## src/rtl/zimbo_mem_arbiter.sv

```systemverilog
// Two-requester (core / loader) arbiter onto a single-port synchronous memory.
// Optional build macro ZIMBO_ARB_CPU_PRIO_EN: core wins every tie instead of round-robin.
module zimbo_mem_arbiter #(
  parameter int ADDR_W = 8,
  parameter int DATA_W = 16
) (
  input  logic              clock,
  input  logic              reset_n,
  input  logic              cpu_req,
  input  logic              cpu_wr,
  input  logic [ADDR_W-1:0] cpu_addr,
  input  logic [DATA_W-1:0] cpu_wdata,
  output logic              cpu_ack,
  output logic [DATA_W-1:0] cpu_rdata,
  output logic              cpu_stall,
  input  logic              ldr_req,
  input  logic              ldr_wr,
  input  logic [ADDR_W-1:0] ldr_addr,
  input  logic [DATA_W-1:0] ldr_wdata,
  output logic              ldr_ack,
  output logic [DATA_W-1:0] ldr_rdata,
  output logic [ADDR_W-1:0] mem_addr,
  output logic [DATA_W-1:0] mem_wdata,
  output logic              mem_wr_en,
  output logic              mem_rd_en,
  input  logic [DATA_W-1:0] mem_rdata,
  output logic              busy,
  output logic              owner
);

  typedef enum logic [1:0] {S_IDLE, S_ADDR, S_DATA} state_t;

  state_t r_state;
  logic   r_owner, r_last;
  logic   r_wr_en, r_rd_en, r_cpu_ack, r_ldr_ack, r_rd_ack;
  logic   w_cpu_eff, w_ldr_eff, w_any, w_pick, w_pick_wr, w_addr_ph;

  // The owner's request is still high during DATA, so it is masked out there.
  always_comb begin
    w_cpu_eff = cpu_req & ~((r_state == S_DATA) & ~r_owner);
    w_ldr_eff = ldr_req & ~((r_state == S_DATA) &  r_owner);
    w_any     = (r_state != S_ADDR) & (w_cpu_eff | w_ldr_eff);
`ifdef ZIMBO_ARB_CPU_PRIO_EN
    w_pick    = ~w_cpu_eff;
`else
    w_pick    = (w_cpu_eff & w_ldr_eff) ? ~r_last : w_ldr_eff;
`endif
    w_pick_wr = w_pick ? ldr_wr : cpu_wr;
  end

  // Strobes and acks are decoded one state ahead so they come straight from flops.
  always_ff @(posedge clock or negedge reset_n) begin
    if (!reset_n) begin
      r_state   <= S_IDLE;
      r_owner   <= 1'b0;
      r_last    <= 1'b1;
      r_wr_en   <= 1'b0;
      r_rd_en   <= 1'b0;
      r_cpu_ack <= 1'b0;
      r_ldr_ack <= 1'b0;
      r_rd_ack  <= 1'b0;
    end else begin
      r_wr_en   <= 1'b0;
      r_rd_en   <= 1'b0;
      r_cpu_ack <= 1'b0;
      r_ldr_ack <= 1'b0;
      r_rd_ack  <= 1'b0;
      case (r_state)
        S_IDLE, S_DATA: begin
          if (r_state == S_DATA) r_last <= r_owner;
          if (w_any) begin
            r_state <= S_ADDR;
            r_owner <= w_pick;
            r_wr_en <= w_pick_wr;
            r_rd_en <= ~w_pick_wr;
          end else begin
            r_state <= S_IDLE;
          end
        end
        S_ADDR: begin
          r_state   <= S_DATA;
          r_cpu_ack <= ~r_owner;
          r_ldr_ack <= r_owner;
          r_rd_ack  <= r_rd_en;
        end
        default: r_state <= S_IDLE;
      endcase
    end
  end

  assign w_addr_ph = r_wr_en | r_rd_en;
  assign mem_addr  = w_addr_ph ? (r_owner ? ldr_addr  : cpu_addr)  : '0;
  assign mem_wdata = w_addr_ph ? (r_owner ? ldr_wdata : cpu_wdata) : '0;
  assign mem_wr_en = r_wr_en;
  assign mem_rd_en = r_rd_en;
  assign cpu_ack   = r_cpu_ack;
  assign ldr_ack   = r_ldr_ack;
  assign cpu_rdata = (r_cpu_ack & r_rd_ack) ? mem_rdata : '0;
  assign ldr_rdata = (r_ldr_ack & r_rd_ack) ? mem_rdata : '0;
  assign cpu_stall = cpu_req & ~r_cpu_ack;
  assign busy      = (r_state != S_IDLE);
  assign owner     = r_owner;

endmodule

```

## config.mk

```make
export PLATFORM = sky130hd
export DESIGN_NAME = zimbo_mem_arbiter
export DESIGN_NICKNAME = d
export VERILOG_FILES = /design/src/rtl/zimbo_mem_arbiter.sv
export SDC_FILE = /design/constraint.sdc
export NUM_CORES = 1
export LEC_CHECK = 0
export CELL_PAD_IN_SITES_DETAIL_PLACEMENT = 2
export CELL_PAD_IN_SITES_GLOBAL_PLACEMENT = 2
export CORE_UTILIZATION = 10
export DETAILED_ROUTE_END_ITERATION = 10
export PLACE_DENSITY_LB_ADDON = 0.1
export REMOVE_ABC_BUFFERS = 1
export SLEW_MARGIN = 20
export SYNTH_ARGS = -nofsm -noshare
export SYNTH_HDL_FRONTEND = slang
export SYNTH_SLANG_ARGS = --single-unit
```

## constraint.sdc

```tcl
create_clock -name clock -period 1.1 [get_ports clock]
set_input_delay 0.11 -clock clock [delete_from_list [all_inputs] [get_ports clock]]
set_output_delay 0.11 -clock clock [all_outputs]
set_load 0.005 [all_outputs]
```

==> insert_results.sql <==
INSERT INTO impl_metrics (metric_group, metric, value, unit) VALUES
('run_status', 'status', 'complete, but fails checks', ''),
('run_status', 'failed_checks', 'negative setup slack', ''),
('power', 'worst_ir_drop_vdd', '0.6995', 'mV'),
('global_routing', 'globalRoute.totalOverflow', '0', ''),
('global_routing', 'grt_use_met1', '12.08', '%'),
('layout', 'finalInstanceArea', '3137', 'sq um'),
('clock_network', 'cts_tree', 'done', ''),
('layout', 'antenna_cells_inserted', '0', ''),
('hold_path', 'min-delay-path-class', 'input pin to asynchronous set/reset pin', ''),
('yosys', 'asyncSetResetFlopFracSynth', '100.0', '%'),
('yosys', 'post_synth.cell_area_avg', '7.931', 'sq um'),
('job', 'max_cap_violations', '0', ''),
('yosys', 'synthTopCellsByArea', 'sky130_fd_sc_hd__mux2i_1 (26%), sky130_fd_sc_hd__and3_1 (20%), sky130_fd_sc_hd__dfrtp_1 (20%)', ''),
('clock_network', 'clock_sinks', '9', ''),
('global_routing', 'gr-usage-met3', '5.245', '%'),
('worst_setup_path', 'worst_ep_required_time', '0.99', 'ns'),
('worst_setup_path', 'critPathArrivalTime', '1.33', 'ns'),
('layout', 'nNetsFinal', '365', ''),
('layout', 'multiInputGateArea', '884.6', 'sq um'),
('layout', 'num-fill-cells', '1076', ''),
('layout', 'areaGrowthSynthToFinish', '219.0', '%'),
('yosys', 'synth.cell_area', '983.4', 'sq um'),
('yosys', 'post_synth_num_cell_types', '24', ''),
('worst_setup_path', 'timing.critical_path.fanout_max', '5', ''),
('yosys', 'postSynth.topFlopCell', 'sky130_fd_sc_hd__dfrtp_1', ''),
('drt', 'drt_iter0_drc', '18', ''),
('clock_network', 'numCtsBuffers', '3', ''),
('global_routing', 'grt_most_used_layer', 'met2', ''),
('yosys', 'post-synth-top-area-fraction', '26.46', '%'),
('worst_setup_path', 'critical_path.n_buffers_inverters', '3', ''),
('sta', 'setup_ws', '-0.3431', 'ns'),
('global_routing', 'grt_pass1_wl', '9.715', 'mm'),
('floorplanning', 'die_x', '101.2', 'um'),
('placed_design', 'detailedPlace.worstSlack', '-0.4036', 'ns'),
('sta', 'maxSlewHeadroom', '82.81', '%'),
('power', 'total_leakage_power', '1.447', 'nW'),
('layout', 'sequential_cell_area', '230.2', 'sq um'),
('global_routing', 'grt_start_max_net_pins', '25', ''),
('drt', 'via_count', '1666', ''),
('global_routing', 'globalRouteTotalUtil', '12.32', '%'),
('floorplanning', 'die_h', '101.2', 'um'),
('power', 'power-per-cell-area', '1710', 'nW/um^2'),
('placed_design', 'port_buffers', '132', ''),
('worst_setup_path', 'worst_setup_path_end_kind', 'output port', ''),
('floorplanning', 'floorplan.initialDensity', '10.49', '%'),
('yosys', 'synth.largest_area_cell', 'sky130_fd_sc_hd__mux2i_1', ''),
('floorplanning', 'io_pins', '133', ''),
('yosys', 'netlist_instances', '124', ''),
('worst_setup_path', 'worstSetupPathType', 'flop to output port', ''),
('sta', 'timing.fmax', '693.0', 'MHz'),
('sta', 'rsz0062_at_grt', 'true', ''),
('floorplanning', 'fp-row-count', '35', ''),
('drt', 'viasPerCell', '3.939', ''),
('global_routing', 'met2_usage', '24.49', '%'),
('worst_setup_path', 'crit_path_max_incr_delay', '0.44', 'ns'),
('worst_setup_path', 'critical-path-top-delay-family', 'flip-flops', ''),
('worst_setup_path', 'critPathSlowestCell', 'sky130_fd_sc_hd__dfrtp_2', ''),
('drt', 'antenna_violating_nets_post_route', '0', ''),
('drt', 'drcViolationCount', '0', ''),
('drt', 'wl_per_cell', '15.44', 'um'),
('global_routing', 'first_global_vias', '1845', ''),
('sta', 'setup_failing_eps_final', '65', ''),
('layout', 'post_route_cells_drive_above_1_share', '53.06', '%'),
('worst_setup_path', 'path_cells', 'clkbuf_16, buf_6, mux2i_1, nor2_1, buf_2', ''),
('placed_design', 'dpl.hpwl', '4.455', 'mm'),
('drt', 'drt_wl_total', '6.531', 'mm'),
('sta', 'period_minus_slack', '1.443', 'ns'),
('clock_network', 'clockBufferDepth', '2', ''),
('worst_setup_path', 'critical_path_startpoint_category', 'flop', ''),
('floorplanning', 'die-area', '10240', 'sq um'),
('sta', 'slew_violations', '0', '');
## layout by cell type (no fill, tap or decap), types with 2 or more instances in the layout
cell type	synthesis	layout
sky130_fd_sc_hd__buf_6	2	58
sky130_fd_sc_hd__buf_2	0	26
sky130_fd_sc_hd__dfrtp_2	0	3
sky130_fd_sc_hd__buf_4	1	9
sky130_fd_sc_hd__clkbuf_8	0	3
sky130_fd_sc_hd__nor2_1	26	25
sky130_fd_sc_hd__and3_4	0	32
sky130_fd_sc_hd__dfrtp_1	8	5
sky130_fd_sc_hd__buf_8	0	5
sky130_fd_sc_hd__clkdlybuf4s50_1	0	69
sky130_fd_sc_hd__mux2i_1	26	25
sky130_fd_sc_hd__buf_12	0	4
sky130_fd_sc_hd__buf_16	0	2
sky130_fd_sc_hd__nor2b_1	3	2
sky130_fd_sc_hd__o21ai_1	2	2
sky130_fd_sc_hd__clkbuf_16	0	2
sky130_fd_sc_hd__and2_4	0	2
## path summary, 6_finish.rpt
path                            startpoint          end  slack (ns)  depth (start not counted)
worst max-delay path                 owner  mem_addr[1]       -0.34                          5
min in group clock                  ldr_wr    mem_wr_en        0.56                          3
worst min register to register   mem_rd_en     r_rd_ack        0.65                          2
max in group asynchronous          reset_n      cpu_ack        0.64                          2
worst max register to register       owner    mem_rd_en       -0.33                          6
worst min-delay path               reset_n   r_state[0]        0.11                          1
## per-layer routing
layer  vias up  share of wire, %
met5         -                 0
met4         0              0.29
met3         2                12
met2        98                53
met1       792                34
li1        774                 -
## logic make-up (layout without fill, tap and decap cells)
kind of cell    after synthesis  count (layout)  share of synthesized area (%)
simple gates                 71              71                          39.06
mux                          26              26                          26.46
buf+inv                      11             181                          6.107
flops                         9               9                          23.03
compound gates                7               7                          5.342
## stage by stage
step | TNS, ns | util (%) | std cells
after global routing | -17.98 | 33.47 | 423
after floorplan | -14.96 | - | 114
after global placement | -17.08 | 27.53 | 391
final | -14.38 | 33.47 | 423
after CTS | -17.90 | 33.40 | 427
after detailed placement | -17.34 | 27.53 | 391
## what timing repair did
| item | CTS | global route |
|---|---|---|
| cloned | 7 | 0 |
| gates resized for setup | 346 | 28 |
| setup buffers | 26 | 5 |
| pin swaps | 27 | 16 |
| endpoints found under the setup margin | 68 | 69 |
## power by group
group	switching [mW]	internal, mW
clock network	0.123	0.252
registers	0.147	0.487
logic	1.69	2.67
## layout make-up
type	instances	area share [%]
inverter	1	0.1197
multi-input combinational	104	28.20
sequential	9	7.339
timing repair buffer	176	57.76
clock buffer	4	1.436
tap	129	5.146
## cells in the mapped netlist, types with 2 or more instances
library cell,n
sky130_fd_sc_hd__dfrtp_1,8
sky130_fd_sc_hd__buf_6,2
sky130_fd_sc_hd__nor2b_1,3
sky130_fd_sc_hd__mux2i_1,26
sky130_fd_sc_hd__o21ai_1,2
sky130_fd_sc_hd__and3_1,32
sky130_fd_sc_hd__and2_1,3
sky130_fd_sc_hd__clkbuf_1,7
sky130_fd_sc_hd__nor2_1,26
## flip-flops by register name, summed over array words and instances (netlist names)
| name | flops |
|---|---|
| mem_rd_en | 1 |
| cpu_ack | 1 |
| r_rd_ack | 1 |
| owner | 1 |
| mem_wr_en | 1 |
| r_last | 1 |
| ldr_ack | 1 |
| r_state | 2 |
No activity file was read; power rests on OpenSTA's default activity.
